### src/rtl/store_queue_pkg.sv
`default_nettype none
// ============================================================================
//  Module      : store_queue_pkg
//  Description : Shared types and constants for the LSQ store queue.
//                Provides the entry state enum, the entry record, the FU fill
//                and load-lookup packets, and the memory access size type.
//                SQ_IDX_LEN is taken from `LSQ_IDX_LEN. SQ_DEPTH is derived
//                from it and is always a power of two.
//  Revision    : 1.0 - initial release
// ============================================================================

`ifndef LSQ_IDX_LEN
`define LSQ_IDX_LEN 3
`endif

package store_queue_pkg;

    localparam int XLEN       = 32;
    localparam int SQ_IDX_LEN = `LSQ_IDX_LEN;
    localparam int SQ_DEPTH   = 1 << SQ_IDX_LEN;

    typedef enum logic [1:0] {
        BYTE = 2'd0,
        HALF = 2'd1,
        WORD = 2'd2
    } MEM_SIZE;

    typedef enum logic [1:0] {
        EMPTY     = 2'd0,
        ALLOC     = 2'd1,
        READY     = 2'd2,
        COMMITTED = 2'd3
    } SQ_ENTRY_STATE;

    typedef struct packed {
        SQ_ENTRY_STATE   state;
        logic [XLEN-1:0] addr;
        logic [XLEN-1:0] data;
        MEM_SIZE         size;
    } SQ_ENTRY;

    typedef struct packed {
        logic                  valid;
        logic                  store;
        logic [SQ_IDX_LEN-1:0] sq_pos;
        logic [XLEN-1:0]       addr;
        logic [XLEN-1:0]       value;
        MEM_SIZE               mem_size;
    } FU_SQ_PACKET;

    typedef struct packed {
        logic                  valid;
        logic [XLEN-1:0]       addr;
        MEM_SIZE               mem_size;
        logic [SQ_IDX_LEN-1:0] sq_pos;
    } SQ_LOAD_LOOKUP;

    // Byte count of an access (1, 2 or 4).
    function automatic logic [2:0] mem_size_bytes(input MEM_SIZE s);
        case (s)
            BYTE:    return 3'd1;
            HALF:    return 3'd2;
            default: return 3'd4;
        endcase
    endfunction

endpackage

`default_nettype wire

### src/rtl/store_queue_fwd_select.sv
`default_nettype none
// ============================================================================
//  Module      : sq_fwd_select
//  Description : Store-to-load lookup for the store queue. Scans entries
//                older than the load (head up to ld sq_pos, exclusive).
//                Selects the youngest overlapping READY/COMMITTED store and
//                decides between hit, stall and no-match.
//                With STORE_FWD_EN defined, fully covering stores forward
//                their data, and partial overlap stalls. Without it, any
//                overlap stalls, and hit/value are tied to zero.
//  Ports       : i_entries  - full entry array
//                i_head     - oldest entry index
//                i_load     - load lookup packet (valid, addr, size, sq_pos)
//                o_hit      - load fully satisfied by an older store
//                o_stall    - load must wait
//                o_value    - forwarded data, LSB-aligned, zero-extended
//  Revision    : 1.0 - initial release
// ============================================================================

module sq_fwd_select
    import store_queue_pkg::*;
(
    input  SQ_ENTRY [SQ_DEPTH-1:0] i_entries,
    input  logic [SQ_IDX_LEN-1:0]  i_head,
    input  SQ_LOAD_LOOKUP          i_load,
    output logic                   o_hit,
    output logic                   o_stall,
    output logic [XLEN-1:0]        o_value
);

    // The 33-bit arithmetic keeps addr+size from wrapping at the top of the
    // address space.
    function automatic logic overlaps(input logic [XLEN-1:0] a, input MEM_SIZE sa,
                                      input logic [XLEN-1:0] b, input MEM_SIZE sb);
        logic [XLEN:0] a_lo, a_hi, b_lo, b_hi;
        a_lo = {1'b0, a};
        b_lo = {1'b0, b};
        a_hi = a_lo + (XLEN+1)'(mem_size_bytes(sa));
        b_hi = b_lo + (XLEN+1)'(mem_size_bytes(sb));
        return (a_lo < b_hi) && (b_lo < a_hi);
    endfunction

    logic [SQ_IDX_LEN-1:0] w_dist;
    logic [SQ_IDX_LEN-1:0] w_idx;
    logic [SQ_IDX_LEN-1:0] w_sel;
    logic                  w_any_alloc;
    logic                  w_found;

    // Entries are visited oldest to youngest. A later match overwrites an
    // earlier one, so the surviving w_sel is the youngest overlapping store.
    // When ld sq_pos equals head, the older-entry window is empty.
    always_comb begin
        w_dist      = i_load.sq_pos - i_head;
        w_idx       = '0;
        w_sel       = '0;
        w_any_alloc = 1'b0;
        w_found     = 1'b0;
        for (int k = 0; k < SQ_DEPTH; k++) begin
            w_idx = i_head + SQ_IDX_LEN'(k);
            if (SQ_IDX_LEN'(k) < w_dist) begin
                if (i_entries[w_idx].state == ALLOC) begin
                    w_any_alloc = 1'b1;
                end else if ((i_entries[w_idx].state == READY ||
                              i_entries[w_idx].state == COMMITTED) &&
                             overlaps(i_entries[w_idx].addr, i_entries[w_idx].size,
                                      i_load.addr, i_load.mem_size)) begin
                    w_found = 1'b1;
                    w_sel   = w_idx;
                end
            end
        end
    end

`ifdef STORE_FWD_EN
    SQ_ENTRY         w_st;
    logic [XLEN:0]   w_st_hi;
    logic [XLEN:0]   w_ld_hi;
    logic            w_cover;
    logic [1:0]      w_shift;
    logic [XLEN-1:0] w_shifted;

    always_comb begin
        w_st      = i_entries[w_sel];
        w_st_hi   = {1'b0, w_st.addr} + (XLEN+1)'(mem_size_bytes(w_st.size));
        w_ld_hi   = {1'b0, i_load.addr} + (XLEN+1)'(mem_size_bytes(i_load.mem_size));
        w_cover   = (w_st.addr <= i_load.addr) && (w_ld_hi <= w_st_hi);
        // A covering store is at most 3 bytes below the load, so the
        // low-bit difference is the full byte offset.
        w_shift   = i_load.addr[1:0] - w_st.addr[1:0];
        w_shifted = w_st.data >> {w_shift, 3'b000};
        o_stall   = i_load.valid && (w_any_alloc || (w_found && !w_cover));
        o_hit     = i_load.valid && !w_any_alloc && w_found && w_cover;
        o_value   = '0;
        if (o_hit) begin
            case (i_load.mem_size)
                BYTE:    o_value = {{(XLEN-8){1'b0}},  w_shifted[7:0]};
                HALF:    o_value = {{(XLEN-16){1'b0}}, w_shifted[15:0]};
                default: o_value = w_shifted;
            endcase
        end
    end
`else
    // The store data is not needed when forwarding is disabled.
    logic w_unused_data;
    always_comb begin
        w_unused_data = 1'b0;
        for (int k = 0; k < SQ_DEPTH; k++) begin
            w_unused_data = w_unused_data ^ (^i_entries[k].data);
        end
        w_unused_data = w_unused_data ^ (^w_sel);
        o_stall = i_load.valid && (w_any_alloc || w_found);
        o_hit   = 1'b0;
        o_value = '0;
    end
`endif

endmodule

`default_nettype wire

### src/rtl/store_queue.sv
`default_nettype none
// ============================================================================
//  Module      : store_queue
//  Description : Circular LSQ store queue. Allocates at dispatch, captures
//                address/data at FU execute, and marks entries committed as
//                the ROB retires stores. Committed entries drain in order to
//                the data cache, and the queue answers load lookups
//                (forward or stall).
//                Optional feature macro: STORE_FWD_EN (enables data forwarding).
//  Ports       : i_clk, i_rst_n (async, active-low)
//                dispatch : i_dispatch_en -> o_sq_tail, o_sq_full
//                FU fill  : i_fu_valid, i_fu_store, i_fu_sq_pos, i_fu_addr,
//                           i_fu_value, i_fu_mem_size
//                lookup   : i_ld_valid, i_ld_addr, i_ld_mem_size, i_ld_sq_pos
//                           -> o_fwd_hit, o_fwd_value, o_fwd_stall
//                retire   : i_rt_store, i_squash
//                drain    : o_mem_req, o_mem_addr, o_mem_data, o_mem_size,
//                           i_mem_ack
//  Revision    : 1.0 - initial release
// ============================================================================

module store_queue
    import store_queue_pkg::*;
(
    input  logic                  i_clk,
    input  logic                  i_rst_n,
    input  logic                  i_dispatch_en,
    output logic [SQ_IDX_LEN-1:0] o_sq_tail,
    output logic                  o_sq_full,
    input  logic                  i_fu_valid,
    input  logic                  i_fu_store,
    input  logic [SQ_IDX_LEN-1:0] i_fu_sq_pos,
    input  logic [XLEN-1:0]       i_fu_addr,
    input  logic [XLEN-1:0]       i_fu_value,
    input  MEM_SIZE               i_fu_mem_size,
    input  logic                  i_ld_valid,
    input  logic [XLEN-1:0]       i_ld_addr,
    input  MEM_SIZE               i_ld_mem_size,
    input  logic [SQ_IDX_LEN-1:0] i_ld_sq_pos,
    output logic                  o_fwd_hit,
    output logic [XLEN-1:0]       o_fwd_value,
    output logic                  o_fwd_stall,
    input  logic                  i_rt_store,
    input  logic                  i_squash,
    output logic                  o_mem_req,
    output logic [XLEN-1:0]       o_mem_addr,
    output logic [XLEN-1:0]       o_mem_data,
    output MEM_SIZE               o_mem_size,
    input  logic                  i_mem_ack
);

    localparam logic [SQ_IDX_LEN:0] C_FULL_COUNT = (SQ_IDX_LEN+1)'(SQ_DEPTH);

    SQ_ENTRY [SQ_DEPTH-1:0] r_entries;
    logic [SQ_IDX_LEN-1:0]  r_head;
    logic [SQ_IDX_LEN-1:0]  r_commit_ptr;
    logic [SQ_IDX_LEN-1:0]  r_tail;
    logic [SQ_IDX_LEN:0]    r_count;
    logic                   r_mem_req;
    logic [XLEN-1:0]        r_mem_addr;
    logic [XLEN-1:0]        r_mem_data;
    MEM_SIZE                r_mem_size;

    SQ_ENTRY [SQ_DEPTH-1:0] w_entries_n;
    logic [SQ_IDX_LEN-1:0]  w_head_n;
    logic [SQ_IDX_LEN-1:0]  w_commit_n;
    logic [SQ_IDX_LEN-1:0]  w_tail_n;
    logic [SQ_IDX_LEN:0]    w_count_n;
    logic                   w_full;
    logic                   w_drain;
    logic                   w_dispatch;
    logic                   w_fill;
    logic                   w_commit;
    FU_SQ_PACKET            w_fu;
    SQ_LOAD_LOOKUP          w_load;

    always_comb begin
        w_fu.valid      = i_fu_valid;
        w_fu.store      = i_fu_store;
        w_fu.sq_pos     = i_fu_sq_pos;
        w_fu.addr       = i_fu_addr;
        w_fu.value      = i_fu_value;
        w_fu.mem_size   = i_fu_mem_size;
        w_load.valid    = i_ld_valid;
        w_load.addr     = i_ld_addr;
        w_load.mem_size = i_ld_mem_size;
        w_load.sq_pos   = i_ld_sq_pos;
    end

    assign w_full    = (r_count == C_FULL_COUNT);
    assign o_sq_full = w_full;
    assign o_sq_tail = r_tail;

    // Next-state: drain first, then dispatch/fill/commit, then squash
    // overrides everything except the drain handshake.
    always_comb begin
        w_entries_n = r_entries;
        w_head_n    = r_head;
        w_commit_n  = r_commit_ptr;
        w_tail_n    = r_tail;
        w_count_n   = r_count;

        w_drain    = r_mem_req && i_mem_ack;
        w_dispatch = i_dispatch_en && !w_full && !i_squash;
        w_fill     = w_fu.valid && w_fu.store && !i_squash &&
                     (r_entries[w_fu.sq_pos].state == ALLOC);
        w_commit   = i_rt_store && !i_squash &&
                     (r_entries[r_commit_ptr].state == READY);

        if (w_drain) begin
            w_entries_n[r_head] = '0;
            w_head_n            = r_head + 1'b1;
        end
        if (w_fill) begin
            w_entries_n[w_fu.sq_pos].state = READY;
            w_entries_n[w_fu.sq_pos].addr  = w_fu.addr;
            w_entries_n[w_fu.sq_pos].data  = w_fu.value;
            w_entries_n[w_fu.sq_pos].size  = w_fu.mem_size;
        end
        if (w_commit) begin
            w_entries_n[r_commit_ptr].state = COMMITTED;
            w_commit_n                      = r_commit_ptr + 1'b1;
        end
        if (w_dispatch) begin
            w_entries_n[r_tail].state = ALLOC;
            w_tail_n                  = r_tail + 1'b1;
        end

        if (i_squash) begin
            w_tail_n  = r_commit_ptr;
            w_count_n = '0;
            for (int i = 0; i < SQ_DEPTH; i++) begin
                if (w_entries_n[i].state != COMMITTED) begin
                    w_entries_n[i] = '0;
                end else begin
                    w_count_n = w_count_n + 1'b1;
                end
            end
        end else if (w_dispatch && !w_drain) begin
            w_count_n = r_count + 1'b1;
        end else if (w_drain && !w_dispatch) begin
            w_count_n = r_count - 1'b1;
        end
    end

    always_ff @(posedge i_clk or negedge i_rst_n) begin
        if (!i_rst_n) begin
            r_entries    <= '0;
            r_head       <= '0;
            r_commit_ptr <= '0;
            r_tail       <= '0;
            r_count      <= '0;
            r_mem_req    <= 1'b0;
            r_mem_addr   <= '0;
            r_mem_data   <= '0;
            r_mem_size   <= BYTE;
        end else begin
            r_entries    <= w_entries_n;
            r_head       <= w_head_n;
            r_commit_ptr <= w_commit_n;
            r_tail       <= w_tail_n;
            r_count      <= w_count_n;
            // The drain port presents the post-update head. A committed head
            // cannot change until acked, so the fields hold steady while
            // the request is pending.
            if (w_entries_n[w_head_n].state == COMMITTED) begin
                r_mem_req  <= 1'b1;
                r_mem_addr <= w_entries_n[w_head_n].addr;
                r_mem_data <= w_entries_n[w_head_n].data;
                r_mem_size <= w_entries_n[w_head_n].size;
            end else begin
                r_mem_req  <= 1'b0;
                r_mem_addr <= '0;
                r_mem_data <= '0;
                r_mem_size <= BYTE;
            end
        end
    end

    assign o_mem_req  = r_mem_req;
    assign o_mem_addr = r_mem_addr;
    assign o_mem_data = r_mem_data;
    assign o_mem_size = r_mem_size;

    sq_fwd_select u_fwd_select (
        .i_entries (r_entries),
        .i_head    (r_head),
        .i_load    (w_load),
        .o_hit     (o_fwd_hit),
        .o_stall   (o_fwd_stall),
        .o_value   (o_fwd_value)
    );

endmodule

`default_nettype wire

### config.mk
export PLATFORM = sky130hd
export DESIGN_NAME = store_queue
export DESIGN_NICKNAME = d
export VERILOG_FILES = /design/src/rtl/store_queue_pkg.sv /design/src/rtl/store_queue_fwd_select.sv /design/src/rtl/store_queue.sv
export SDC_FILE = /design/constraint.sdc
export NUM_CORES = 2
export LEC_CHECK = 0
export CORE_MARGIN = 2
export CORE_UTILIZATION = 57
export CTS_BUF_LIST = sky130_fd_sc_hd__clkbuf_16
export CTS_CLUSTER_DIAMETER = 60
export DETAILED_ROUTE_END_ITERATION = 16
export GPL_TIMING_DRIVEN = 0
export PLACE_DENSITY = 0.75
export SYNTH_ARGS = -nofsm -noshare
export SYNTH_HDL_FRONTEND = slang
export SYNTH_SLANG_ARGS = --single-unit
### constraint.sdc
create_clock -name i_clk -period 9.02 [get_ports i_clk]
set_input_delay 0.902 -clock i_clk [delete_from_list [all_inputs] [get_ports i_clk]]
set_output_delay 0.902 -clock i_clk [all_outputs]
set_load 0.02 [all_outputs]
## Word-level counts from Yosys, hierarchy flattened

Index checks and enable logic that the tools add are counted.

| word-level totals | value |
|---|---|
| register bits after elaboration | 624 |
| bits in latches | 0 |
| RAM bits | 0 |
| bits in read-only memories | 0 |
| input bits | 115 |
| word-level logic and storage cells | 378 |
| memories | 0 |

| operators by class | value |
|---|---|
| add/subtract/negate cells | 35 |
| multipliers | 0 |
| div/mod/pow operators | 0 |
| $lt $le $gt $ge | 40 |
| eq/ne operators | 45 |
| shift operators | 0 |
| mux-type cells | 161 |
| bitwise gates (word level) | 2 |
| reduce and logical (&&, ||, !) cells | 55 |

Operators with widths:

| kind | count |
|---|---|
| $bwmux W544 | 6 |
| $mux W544 | 5 |
| $bmux W68 S3 | 11 |
| $mux W68 | 23 |
| $demux W68 S3 | 7 |
| $and A544 B544 Y544 | 1 |
| $not A544 Y544 | 1 |
| $add A32 B3 Y33 | 16 |
| $lt A32 B33 Y1 | 16 |
| $mux W3 | 35 |
| $mux W4 | 17 |
| $mux W66 | 1 |
| $mux W32 | 2 |
| $pmux W3 S2 | 9 |
| $lt A3 B4 Y1 const B | 12 |
| $mux W1 | 42 |
| $eq A2 B1 Y1 const B | 18 |
| $eq A2 B2 Y1 const B | 18 |
| $mux W34 | 1 |
| $add A4 B1 Y4 const B | 8 |
| $logic_and A1 B1 Y1 | 31 |
| $logic_not A2 Y1 | 9 |
| $ne A2 B2 Y1 const B | 8 |
| $add A3 B3 Y3 const B | 4 |
| 14 further kinds | 37 |

## Depth between registers and ports, before layout

| logic depth | value |
|---|---|
| depth after elaboration | 40 |
| mapped depth | 40 |
| depth with buffers taken out | 28 |

## Hierarchy

Synthesis repeated with hierarchy kept, for this count alone.

| second synthesis, totals | value |
|---|---|
| cell total of the unflattened synthesis | 6264 |
| area total of the unflattened synthesis | 57181.1 sq um |

By module, submodules not included:

| module | instances | cells an instance | area each (sq um) | seq. area each (sq um) |
|---|---|---|---|---|
| store_queue | 1 | 3249 | 30674.4 | 15615.0 |
| sq_fwd_select | 1 | 3015 | 26506.7 | 0.0 |

## Worst setup path after synthesis

Ideal clock, no wire load.

| timing path | value |
|---|---|
| path kind | flip-flop to output port |
| start | reg r_head[2] |
| end | out o_fwd_stall |
| data arrival time | 8.235 ns |
| data required time | 8.118 ns |
| path slack | -0.117 ns |
| stages on the path, launching flop included | 39 |
| buffers on the path | 14 |
| cells stage by stage | dfrtp_1 -> buf_2 -> buf_2 -> inv_2 -> buf_1 -> clkbuf_1 -> clkbuf_1 -> buf_1 -> ha_1 -> clkbuf_8 -> inv_1 -> clkbuf_8 -> clkbuf_8 -> clkbuf_1 -> clkbuf_1 -> clkbuf_1 -> clkbuf_1 -> mux4_2 -> [3 not listed] -> a21oi_1 -> and4_1 -> nand3_1 -> or2_2 -> clkbuf_1 -> or2_2 -> nor2_1 -> nand2_1 -> xor2_1 -> ha_1 -> o21ai_0 -> nand2_1 -> a2111oi_0 -> o221ai_1 -> a21oi_1 -> o32a_2 -> a2111oi_1 -> a31oi_1 |

| between the ends | value |
|---|---|
| longest elaborated chain between the ends | 36 |
| elaborated cells on any way between the ends | 186 |

RTL lines:

| element | line | text |
|---|---|---|
| start, declared | store_queue.sv:55 | `logic [SQ_IDX_LEN-1:0] r_head;` |
| start signal, assigned | store_queue.sv:159 | `r_head <= w_head_n;` |
| branches (longest 34 deep; another with $add A32 B3 Y33) | - |  |
| $logic_or A1 B1 Y1 (*) | store_queue_fwd_select.sv:111 | `o_stall = i_load.valid && (w_any_alloc \|\| w_found);` |
| $logic_and A1 B1 Y1 (*) | store_queue_fwd_select.sv:111 |  |
| end, declared | store_queue.sv:42 | `output logic o_fwd_stall,` |

Every way passes the cells marked *. The select of a mux whose other input is x is not followed.

## Worst setup path after layout

| timing path | value |
|---|---|
| start | reg r_head[1] |
| end | out o_fwd_stall |

Same word-level chain as after synthesis.

==> summary.txt <==
Logic synthesis
  • Synth Area in XOR/XNOR: 4.12%
  • Yosys warnings: 0
  • Number of synthesized flops with an enable pin: 0
  • Asr flop ratio synth: 100%
  • Post-synthesis sequential area ratio: 27.8%
  • Mapped cell area: 56200 µm²
  • Simple-gate share of the synthesized area: 19.1%
  • Post-synthesis register bit count: 624
  • Gate count after technology mapping: 6176
  • Main synth FF type: dfrtp_1
  • Distinct cells, synth: 100
  • Largest family of logic cells by synthesized area: multiplexers
  • Adder-cell share of the synthesized area: 10.9%
  • Area share of the largest cell type after synthesis: 27.8%
  • Cell type with the largest total area after synthesis: dfrtp_1
  • Synthesized area per cell: 9.11 µm²
  • Mux cell area share after synthesis: 19.6%
  • Compound-Gate Fraction of Synth Area: 12.5%
  • Synth top area cells: dfrtp_1 28%, mux4_2 14%, ha_1 11%

Global route
  • First-pass GRT wire length: 332000 µm
  • Largest net degree at the start of global routing: 122
  • Grt ovf: 0
  • Initial antenna violation count: 18
  • GRT Util Overall: 44.2%
  • Vias in the first global route: 51800

Hold path
  • HP Class: input pin to async pin

Clocking
  • TritonCTS clock tree: built
  • Root buffer cell: clkbuf_16
  • Worst-path clk slew: 60 ps
  • Cts bufs inserted: 57
  • Clock Latency Late Sink: 640 ps
  • Clock Path Buffers: 3
  • CTS H-tree depth: 2
  • CTS sink count: 624

Floorplanning
  • Die Wd: 318 µm
  • Die height: 318 µm
  • Core area: 98100 µm²
  • # rows: 115
  • Initial core utilization: 57.3%
  • Io pins: 220
  • Die area: 101000 µm²

Timing
  • Max Slew Vio Count: 7
  • Worst-margin pin slew: 1520 ps
  • Min Tclk post-route: 8940 ps
  • Max Clock Freq: 0.112 GHz
  • RSZ-0062 raised after global routing: false
  • Slew HR: -1.99%
  • Hold slack final: 37.6 ps
  • Final period util: 99.1%
  • Fin. Hold Viols: 0
  • Setup TNS Final: 0 ps
  • Clock Skews: 17.9 ps
  • Final Setup Violations: 0

Worst setup path
  • CP arrival: 8040 ps
  • Type of element launching the critical path: register
  • Path type of the worst setup path: register to output pin
  • Slowest stage cell, crit path: mux4_2
  • Most frequent cell on the critical path: buf_12
  • Reg2reg path depth: 27
  • WP data required: 8120 ps
  • Critical Path Sink Type: output pin
  • Reg2reg end: r_count[3]
  • Reg2Reg Setup Slack: 1960 ps
  • Critical Path Fanout Max: 10
  • Worst r2r src: r_entries[270]
  • Worst path max stage delay: 470 ps

Place
  • # port buffers: 119
  • DPL Wire Length: 180000 µm
  • GP Congestion: 1.08

Layout
  • Final nets: 7016
  • Syn-to-layout area delta: 10.6%
  • Share of cells above drive strength 1: 14.7%
  • Layout filler cell count: 8377

Power
  • Power Density: 93.1 nW/µm²
  • LEAKAGE: 26.3 nW
  • Peak VDD IR: 144 µV

Detailed routing
  • Final wirelength: 228000 µm
  • First-pass DRT Iterations: 8
  • Vias: 52800
  • Drt drc: 0
  • Drt via density: 6.80
  • Remaining antenna violation count after routing: 0
  • Starting DRC count in detailed routing: 6742
  • Per-cell routed wire length: 29.3 µm

Status
  • Run status: complete, but fails checks
  • Failing checks: max-capacitance violations, max-slew violations

Flow run
  • Max_cap viols: 2
per-stage QoR:
step           area [µm²]  utilization [%]  setup WS [ps]  power, mW  instances
2_1_floorplan       56400                -           54.6       3.23       6208
3_3_place_gp        59200             60.3         -21210       3.50       7614
3_5_place_dp        59400             60.5          -5410       3.51       7623
4_1_cts             61900             63.1          0.154       5.75       7735
5_1_grt             62200             63.4           5.35       5.94       7748
6_report            62200             63.4           82.6       5.79       7761
what timing repair did:
item / CTS / global route
pin swaps: 12 / 14
setup endpoints to repair: 1 / 1
buffers inserted: 22 / 15
hold buffers: 0 / 0
gates cloned: 1 / 0
gates resized for setup: 197 / 38
cell families after synthesis:
| family | count (synthesis) |
|---|---|
| flip-flops | 624 |
| XOR/XNOR | 260 |
| adder cells (fa/ha/maj) | 486 |
| other | 1 |
| buffers and inverters | 657 |
| multiplexers | 596 |
| AO/OA/AOI/OAI | 1181 |
| AND/OR/NAND/NOR | 2371 |
layout by cell type (no fill, tap or decap), drive strengths merged, types with 95 or more instances in the layout:
master         count
a21oi            695
nor2b            105
nand2           1069
a21o             134
buf              279
nand4             95
o21ai            114
dfrtp            624
nor2             289
mux4             388
xnor2            172
ha               476
mux2i            131
inv              158
clkbuf           318
nand3            601
clkdlybuf4s50    117
Yosys cell counts (all sizes together) (95+ instances only):
cell	count
nand2	1069
a21oi	695
dfrtp	624
nand3	601
ha	476
mux4	388
nor2	289
clkbuf	272
buf	239
xnor2	172
inv	145
a21o	134
mux2i	131
o21ai	114
nor2b	105
nand4	95
worst max-delay path, delay by kind of cell, from the launching register on:
family / cells / cell delay, ps
and+or+nand+nor: 4 / 580
AOI/OAI and AO/OA: 14 / 3160
muxes: 1 / 470
DFF: 1 / 450
xor gates and xnor gates: 1 / 130
adders and majority gates: 3 / 770
buffers and inverters: 11 / 1790
worst max path at each step:
| stage | from | end |
|---|---|---|
| CTS | r_head[0] | o_fwd_stall |
| finish | r_head[1] | o_fwd_stall |
| detailed placement | r_head[2] | o_fwd_stall |
| global placement | i_rst_n | o_mem_addr[5] |
| floorplan | r_head[2] | o_fwd_stall |
| global route | r_head[2] | o_fwd_stall |
metal layers:
metal,share of wire (%),track usage (%),wire (µm)
met1,35,53.7,80000
met2,43,67.1,98800
met3,13,13.9,29700
met4,8.4,31.1,19100
met5,0.011,0,25
final cells by class:
class,count,area [µm²],share of cell area (%)
buffer,492,3070,4.93
clock buffer,57,1430,2.29
inverter,146,569,0.915
tap,1287,1610,2.59
multi-input combinational,4927,37900,61.0
antenna,16,40.0,0.0643
clock inverter,45,236,0.380
sequential,624,15600,25.1
timing repair buffer,167,1720,2.77
power breakdown:
group	switching, mW	internal, mW
logic	0.439	0.223
registers	0.0137	2.81
clock network	1.14	1.17
registers in the layout, summed over array words and instances, names as in the netlist:
register      count
o_mem_data       32
r_head            3
o_mem_size        2
o_sq_tail         3
r_commit_ptr      3
o_mem_req         1
r_count           4
r_entries       544
o_mem_addr       32
Power figures use the tool's default switching activity.
